**config.mk**
```make
export PLATFORM = sky130hd
export DESIGN_NAME = fetch_ctrl
export DESIGN_NICKNAME = d
export VERILOG_FILES = /design/src/rtl/fetch_pkg.sv /design/src/rtl/fetch_perf_cnt.sv /design/src/rtl/fetch_ctrl.sv
export SDC_FILE = /design/constraint.sdc
export NUM_CORES = 1
export LEC_CHECK = 0
export ABC_CLOCK_PERIOD_IN_PS = 1700
export CORE_MARGIN = 2
export CORE_UTILIZATION = 35
export CTS_CLUSTER_SIZE = 12
export DETAILED_ROUTE_END_ITERATION = 8
export MAX_ROUTING_LAYER = met4
export PLACE_DENSITY = 0.69
export SETUP_SLACK_MARGIN = 0.1
export SLEW_MARGIN = 40
export SYNTH_ARGS = -nofsm -noshare
export SYNTH_HDL_FRONTEND = slang
export SYNTH_SLANG_ARGS = --single-unit
```
**constraint.sdc**
```tcl
create_clock -name clk -period 1.7 [get_ports clk]
set_input_delay 0.425 -clock clk [delete_from_list [all_inputs] [get_ports clk]]
set_output_delay 0.425 -clock clk [all_outputs]
set_load 0.05 [all_outputs]
```
**src/rtl/fetch_pkg.sv**
```systemverilog
// Shared types and default widths for the instruction fetch controller.
// Latency: n/a (types and constants only).
// Backpressure: n/a.
//
// Contents: fetch FSM state enum (IDLE/REQ/VALID) and default widths
// PC_W_DEF / INST_W_DEF used as parameter defaults by fetch_ctrl.
package fetch_pkg;

  localparam int PC_W_DEF   = 8;
  localparam int INST_W_DEF = 32;

  typedef enum logic [1:0] {
    IDLE  = 2'd0,
    REQ   = 2'd1,
    VALID = 2'd2
  } fetch_state_t;

endpackage

```
**src/rtl/fetch_perf_cnt.sv**
```systemverilog
// Saturating event counters for fetches accepted and branch redirects taken.
// Latency: count visible one cycle after the increment strobe.
// Backpressure: none; strobes are single-cycle events, counters stick at 16'hFFFF.
//
// Ports:
//   clk, rst                      clock, synchronous active-high reset
//   fetch_inc, redirect_inc       one-cycle increment strobes
//   fetch_count, redirect_count   16-bit saturating counts, reset to 0
module fetch_perf_cnt (
  input  logic        clk,
  input  logic        rst,
  input  logic        fetch_inc,
  input  logic        redirect_inc,
  output logic [15:0] fetch_count,
  output logic [15:0] redirect_count
);

  always_ff @(posedge clk) begin
    if (rst) begin
      fetch_count    <= 16'h0000;
      redirect_count <= 16'h0000;
    end else begin
      if (fetch_inc && (fetch_count != 16'hFFFF))
        fetch_count <= fetch_count + 16'd1;
      if (redirect_inc && (redirect_count != 16'hFFFF))
        redirect_count <= redirect_count + 16'd1;
    end
  end

endmodule

```
**src/rtl/fetch_ctrl.sv**
```systemverilog
// Instruction fetch controller: IDLE -> REQ (wait imem_ready) -> VALID (hold until accepted).
// Latency: instruction valid 1 cycle after imem_ready; peak one instruction per 2 cycles.
// Backpressure: stall in VALID freezes all state and outputs; branch is only sampled on release.
//
// Ports:
//   clk, rst                      clock, synchronous active-high reset
//   stall, branch, branch_offset  downstream hold, PC-relative redirect request and offset
//   imem_req, imem_addr           fetch request (registered) and address (= PC)
//   imem_ready, imem_rdata        memory read data valid strobe and data
//   inst_valid, inst_out, inst_pc held instruction (inst_valid registered) and its address
//   fetch_count, redirect_count   saturating perf counters, only when FETCH_PERF_CNT_EN is defined
module fetch_ctrl
  import fetch_pkg::*;
#(
  parameter int PC_W     = PC_W_DEF,
  parameter int INST_W   = INST_W_DEF,
  parameter int RESET_PC = 0
) (
  input  logic              clk,
  input  logic              rst,
  input  logic              stall,
  input  logic              branch,
  input  logic [PC_W-1:0]   branch_offset,
  input  logic              imem_ready,
  input  logic [INST_W-1:0] imem_rdata,
  output logic              imem_req,
  output logic [PC_W-1:0]   imem_addr,
  output logic              inst_valid,
  output logic [INST_W-1:0] inst_out,
  output logic [PC_W-1:0]   inst_pc
`ifdef FETCH_PERF_CNT_EN
  ,
  output logic [15:0]       fetch_count,
  output logic [15:0]       redirect_count
`endif
);

  fetch_state_t    state;
  logic [PC_W-1:0] pc;
  logic            fetch_acc;
  logic            redirect_tkn;

  assign imem_addr = pc;

  // Event strobes shared by the FSM and the optional counters.
  assign fetch_acc    = (state == REQ) && imem_ready;
  assign redirect_tkn = (state == VALID) && !stall && branch;

  // imem_req and inst_valid are kept as their own flops, updated alongside
  // the state so they always equal the decode of the state just entered.
  always_ff @(posedge clk) begin
    if (rst) begin
      state      <= IDLE;
      pc         <= PC_W'(RESET_PC);
      imem_req   <= 1'b0;
      inst_valid <= 1'b0;
      inst_out   <= '0;
      inst_pc    <= '0;
    end else begin
      case (state)
        IDLE: begin
          state    <= REQ;
          imem_req <= 1'b1;
        end
        REQ: begin
          if (imem_ready) begin
            inst_out   <= imem_rdata;
            inst_pc    <= pc;
            pc         <= pc + PC_W'(1);
            state      <= VALID;
            imem_req   <= 1'b0;
            inst_valid <= 1'b1;
          end
        end
        VALID: begin
          if (!stall) begin
            // pc already points past inst_pc; a redirect is relative to the
            // held instruction, not to the sequential successor. Wraps mod 2^PC_W.
            if (branch)
              pc <= inst_pc + branch_offset;
            state      <= REQ;
            imem_req   <= 1'b1;
            inst_valid <= 1'b0;
          end
        end
        default: begin
          state      <= IDLE;
          imem_req   <= 1'b0;
          inst_valid <= 1'b0;
        end
      endcase
    end
  end

`ifdef FETCH_PERF_CNT_EN
  fetch_perf_cnt u_perf (
    .clk            (clk),
    .rst            (rst),
    .fetch_inc      (fetch_acc),
    .redirect_inc   (redirect_tkn),
    .fetch_count    (fetch_count),
    .redirect_count (redirect_count)
  );
`else
  // Strobes have no consumer without the counters.
  logic unused_strobes;
  assign unused_strobes = fetch_acc ^ redirect_tkn;
`endif

endmodule

```
Yosys cells after proc, flatten, opt, wreduce, memory -nomap -nowiden:

Cells that the tools add are included.

* add/subtract/negate cells: 2
* equal/unequal tests: 5
* mux-type cells: 13
* bitwise gates (word level): 1
* reductions and logical operators: 6

Operators by type and width (count)
* $mux W8: 3
* $pmux W8 S2: 1
* $add A8 B1 Y8 const B: 1
* $add A8 B8 Y8: 1
* $ne A2 B2 Y1 const B: 3
* $pmux W1 S3: 2
* $pmux W2 S3: 1
* $mux W1: 4
* $mux W2: 2
* $reduce_and A2 Y1: 2
* $reduce_and A4 Y1: 1
* $reduce_and A3 Y1: 1
* $eq A2 B1 Y1 const B: 1
* $eq A2 B2 Y1 const B: 1
* $logic_not A2 Y1: 1
* $reduce_bool A2 Y1: 1
* $not A1 Y1: 1

* bits in registers: 52
* input bits: 45
* output and inout port bits: 50
* word-level logic and storage cells: 33

Longest topological paths before layout:

* word-level depth: 4
* depth in mapped cells: 8
* gate-level depth less buffers: 8

Worst setup path before layout:

OpenSTA, ideal clock, no wires.

* kind: register to register
* from: reg inst_pc[0]
* to: reg pc[6], in the netlist imem_addr[6]
* setup time: 114 ps
* data arrival time: 1966 ps
* data required time: 1586 ps
* setup slack: -380 ps
* stages on the path, launching flop included: 9
* path buffers: 0
* period minus slack after synthesis: 2080 ps
* cells stage by stage: dfxtp_1 > ha_1 > inv_1 > fa_1 > nor2b_1 > o31a_1 > o22ai_1 > xnor2_1 > a21o_1

* longest elaborated chain between the ends: 4

RTL lines
* start: declaration: RTL line fetch_ctrl.sv:30 `output logic [PC_W-1:0] inst_pc`
* start signal: assignment: RTL line fetch_ctrl.sv:68 `inst_pc <= pc;`
* $add A8 B8 Y8: RTL line fetch_ctrl.sv:80 `pc <= inst_pc + branch_offset;`
* $mux W8: RTL line fetch_ctrl.sv:79 `if (branch)`
* $mux W8: RTL line fetch_ctrl.sv:76 `if (!stall) begin`
* $pmux W8 S2: RTL line fetch_ctrl.sv:60 `case (state)`
* end signal: assignment: RTL line fetch_ctrl.sv:54 `pc <= PC_W'(RESET_PC);`
* end signal: assignment: RTL line fetch_ctrl.sv:69 `pc <= pc + PC_W'(1);`
* end signal: assignment: RTL line fetch_ctrl.sv:80
* end: declaration: RTL line fetch_ctrl.sv:39 `logic [PC_W-1:0] pc;`

Every way passes these cells. The select of a mux whose other input is x is not followed.
A chain may end at the register's enable or synchronous reset.

Final worst setup path:

* from: in branch_offset[1]
* to: reg pc[6], in the netlist imem_addr[6]

* longest elaborated chain between the ends: 4

RTL lines
* start: declaration: RTL line fetch_ctrl.sv:23 `input logic [PC_W-1:0] branch_offset,`
* $add A8 B8 Y8: RTL line fetch_ctrl.sv:80
* $mux W8: RTL line fetch_ctrl.sv:79
* $mux W8: RTL line fetch_ctrl.sv:76
* $pmux W8 S2: RTL line fetch_ctrl.sv:60

Every way passes these cells. The select of a mux whose other input is x is not followed.

==> results.md <==
Pwr:
- Power spread over the standard cell area amounts to approximately 720 nW/µm².
- The leakage power summed over all cells is between 1.5 and 2 nW.
- Overall power consumption after layout is estimated at around 2.7 mW.
- The worst voltage drop across the vdd grid is between 0.4 and 0.5 mV.

Drt:
- The first detailed-routing pass took 4 iterations.
- For this block, the initial DRC count from the detailed router was roughly 140.
- The routed via count is around 2400.
- The number of antenna-violating nets in the routed design is 0.
- The post-detailed-route wirelength per cell is between 10 and 15 µm.
- The routed wire length is 6.26 mm.
- The detail-routed via count per cell is approximately 4.9.
- The DRC violation count after routing is 0.

Synthesis:
- Yosys attributes the largest share of cell area to sky130_fd_sc_hd__dfxtp_1 (44%), sky130_fd_sc_hd__nand2_1 (14%), sky130_fd_sc_hd__a21oi_1 (11%).
- Summing the areas of all and, or, nand and nor instances in the mapped netlist gives roughly a quarter of the synthesized area.
- The mapped cell area is roughly 2300 µm².
- The most common cell in the synthesized netlist is sky130_fd_sc_hd__nand2_1.
- The synthesized design spends more area on one cell type than any other, namely sky130_fd_sc_hd__dfxtp_1.
- The count of different cell masters after synthesis is 36.
- Yosys mapped a number of flops with a built-in enable equal to 0.
- The synthesized netlist devotes under 10% of its cell area to XOR and XNOR gates.
- For this run, the register share of the synthesized area comes to between 40 and 50%.
- The commonest cells after synthesis are sky130_fd_sc_hd__nand2_1 (87), sky130_fd_sc_hd__dfxtp_1 (51), sky130_fd_sc_hd__a21oi_1 (50), sky130_fd_sc_hd__nor2_1 (16), sky130_fd_sc_hd__o21ai_0 (9).
- The net count after synthesis is 346.
- The total number of yosys warnings is 0.
- In the synthesized netlist the async set-or-reset flop fraction comes to 0%.
- In the synthesized netlist, mux cells make up 0% of the area.
- The most used flip-flop cell after synthesis is sky130_fd_sc_hd__dfxtp_1.
- The area share of the largest cell type after synthesis is 44.2%.
- The adder and majority cell fraction of the synthesized area is under 10%.
- The flop and latch count out of synthesis is 51.
- Synthesis produced between 200 and 300 cells.
- The largest family of logic cells by synthesized area is simple AND/OR/NAND/NOR gates.
- The synthesized netlist devotes a little under a fifth of its cell area to compound gates.
- The synthesized area divided by synthesized cell count is approximately 7.9 µm².

Timing:
- The final count of hold timing violations is 0.
- The actual slew at the worst max-slew pin is about 0.36 ns.
- The total count of max-transition violations in the final report is 0.
- For this run, the top clock speed supported by timing is approximately 620 MHz.
- Hold timing on the final database bottoms out at a slack of roughly 0.46 ns.
- The worst setup margin is 0.0745 ns.
- On the final layout, the worst clock skew is between 0.01 and 0.015 ns.
- Setup repair after global routing could not meet its margin everywhere.
- The worst pin sits at a relative slew slack of approximately three quarters.
- The minimum period implied by the final worst setup slack is approximately 1.6 ns.
- Setup violations remaining at the end of the flow were counted as 0.
- The final period utilization is 95.6%.

Critical path:
- The cell family contributing the most delay on the critical path is adder cells.
- The data required time of the critical path is roughly 1.9 ns.
- The critical path goes through dlygate4sd2_1 -> inv_1 -> fa_2 -> nor2b_2 -> o31a_1 -> o22ai_2 -> xnor2_1 -> a21o_1.
- The delay contributed by the slowest stage of the critical path is just over 0.4 ns.
- In this run the register-to-register setup slack is 0.08 ns.
- Along the worst path, the maximum fanout reaches 2.
- The startpoint class of the critical path is an input pin.
- The startpoint of the worst register-to-register path is inst_pc[0].
- The beginning of the critical path is branch_offset[1].
- The critical path is of the in -> reg type.
- STA classifies the critical path endpoint as a flip-flop.
- The number of buffers and inverters on the critical path is 2.
- The cell type of the slowest stage on the worst timing path is sky130_fd_sc_hd__fa_2.
- The arrival time reported for the critical path endpoint is 1.83 ns.

Final layout:
- The number of diodes added for antenna fixing is 0.
- After the last flow step, the layout net total stands at between 400 and 500.
- The share of cells above drive strength 1 is between 20% and 30%.
- The area added between synthesis and finish is 58.7%.
- The count of non-filler cells in the finished layout is approximately 480.

Global routing:
- The via count of the first global-routing pass is around 2300.
- The global-route wire length before repair is ~10 mm.
- The number of antenna violations at the first check in global routing is 0.
- The sum of overflow across all layers after global routing is 0.
- Global routing consumed, over all layers together, between 10% and 20% of the routing resources.
- The largest net degree at the start of global routing is 25.

Floorplanning:
- The initialized floorplan defines 29 standard-cell rows.
- The top-level port count is 95.
- The area of the core is ~6300 µm².
- The effective utilization at floorplan is about 36%.
- Measured along the y axis, the die boundary spans around 85 µm.
- The floorplan step defined a die boundary enclosing 7270 µm².
- The width of the die is 85.3 µm.

Run status:
- The run finished with clean final reports.

Placement:
- The estimated wirelength of the detail-placed design is about 4.6 mm.
- The number of placed instances, taps included, is about 470.
- At the placement stage, the worst setup path has a slack of -0.548 ns.
- The count of buffers inserted at the top-level ports is 94.
- At the end of routability-driven placement, the weighted congestion stood at 0.867.

CTS:
- The clock buffer count from CTS is 5.
- TritonCTS built the clock tree.
- In this run the number of H-tree levels came out at 2.
- The post-CTS clock slew at the launch and capture registers of the worst setup and hold paths is 0.09 ns.
- The later-pin clock latency in the skew report is between 0.3 and 0.4 ns.
- In this run the deepest clock path goes through 2 buffers.
- The clock tree root buffer cell is sky130_fd_sc_hd__clkbuf_8.
- For this design, the sink count on the clock tree is between 50 and 60.

Flow run:
- The count of max-cap constraint violations is 0.

Worst hold path:
- The class of the most critical hold timing path is in -> reg.
- The source of the worst hold timing path is rst.
-- repair_timing --
action,4_1_cts,5_1_grt
hold buffers,0,0
endpoints found under the setup margin,7,4
pin swaps,11,6
resized for setup,17,3
buffers inserted,2,0
-- cell usage in the layout (no fill, tap or decap), types with 4 or more instances in the layout --
| master | Yosys | layout |
|---|---|---|
| sky130_fd_sc_hd__a21o_1 | 4 | 4 |
| sky130_fd_sc_hd__a21oi_1 | 50 | 49 |
| sky130_fd_sc_hd__buf_12 | 0 | 11 |
| sky130_fd_sc_hd__buf_4 | 4 | 67 |
| sky130_fd_sc_hd__clkbuf_8 | 0 | 6 |
| sky130_fd_sc_hd__clkdlybuf4s50_1 | 0 | 38 |
| sky130_fd_sc_hd__dfxtp_1 | 51 | 43 |
| sky130_fd_sc_hd__dfxtp_2 | 0 | 5 |
| sky130_fd_sc_hd__dlygate4sd2_1 | 0 | 4 |
| sky130_fd_sc_hd__ha_1 | 8 | 5 |
| sky130_fd_sc_hd__inv_1 | 5 | 4 |
| sky130_fd_sc_hd__nand2_1 | 87 | 87 |
| sky130_fd_sc_hd__nand3_1 | 5 | 5 |
| sky130_fd_sc_hd__nor2_1 | 16 | 15 |
| sky130_fd_sc_hd__o21ai_0 | 9 | 6 |
| sky130_fd_sc_hd__xnor2_1 | 4 | 4 |
-- area by class of cell --
cell class,instances,area (µm²)
Clock inverter,2,15.0
Sequential cell,51,1040
Fill cell,567,2680
Multi-Input combinational cell,217,1240
Tap cell,77,96.3
Inverter,5,18.8
Clock buffer,6,82.6
Timing Repair Buffer,124,1180
-- kinds of logic after synthesis --
kind of cell             Yosys count
AO/OA/AOI/OAI                     76
XOR/XNOR                           6
adder cells (fa/ha/maj)            9
buffers and inverters             24
flip-flops                        51
AND/OR/NAND/NOR                  126
-- path summary, 6_finish.rpt --
path,to,cells past startpoint
hold / removal,inst_pc[4],2
setup reg to reg,imem_addr[6],8
hold reg to reg,inst_out[29],2
setup / recovery,imem_addr[6],8
-- flip-flops by register name, indices dropped and copies added, names as in the netlist --
| signal | count |
|---|---|
| state | 2 |
| inst_valid | 1 |
| inst_pc | 8 |
| inst_out | 32 |
| imem_addr | 8 |
-- stage by stage --
step                instance area [µm²]  TNS [ns]  utilization, %
floorplan                          2340  -0.00743               -
global placement                   3500     -5.43            55.1
detailed placement                 3500     -6.73            55.1
CTS                                3650  -0.00862            57.5
global route                       3670         0            57.8
finish                             3670         0            57.8
-- metal layers --
layer  up-vias  global-route usage [%]  routed length, µm
li1       1209                       -                  -
met1      1070                    22.3               2740
met2        84                    29.5               2990
met3         6                    5.16                483
met4         0                    4.47                 51
met5         -                       -                  0
-- report_power, final --
part	leakage, nW	total, mW	internal, mW	switching [mW]
sequential	0.419	1.28	1.24	0.0399
clock	0.0517	0.752	0.334	0.418
combinational	1.06	0.624	0.270	0.355
total	1.53	2.66	1.84	0.812
Note: power is estimated with default switching activity, not from simulation.
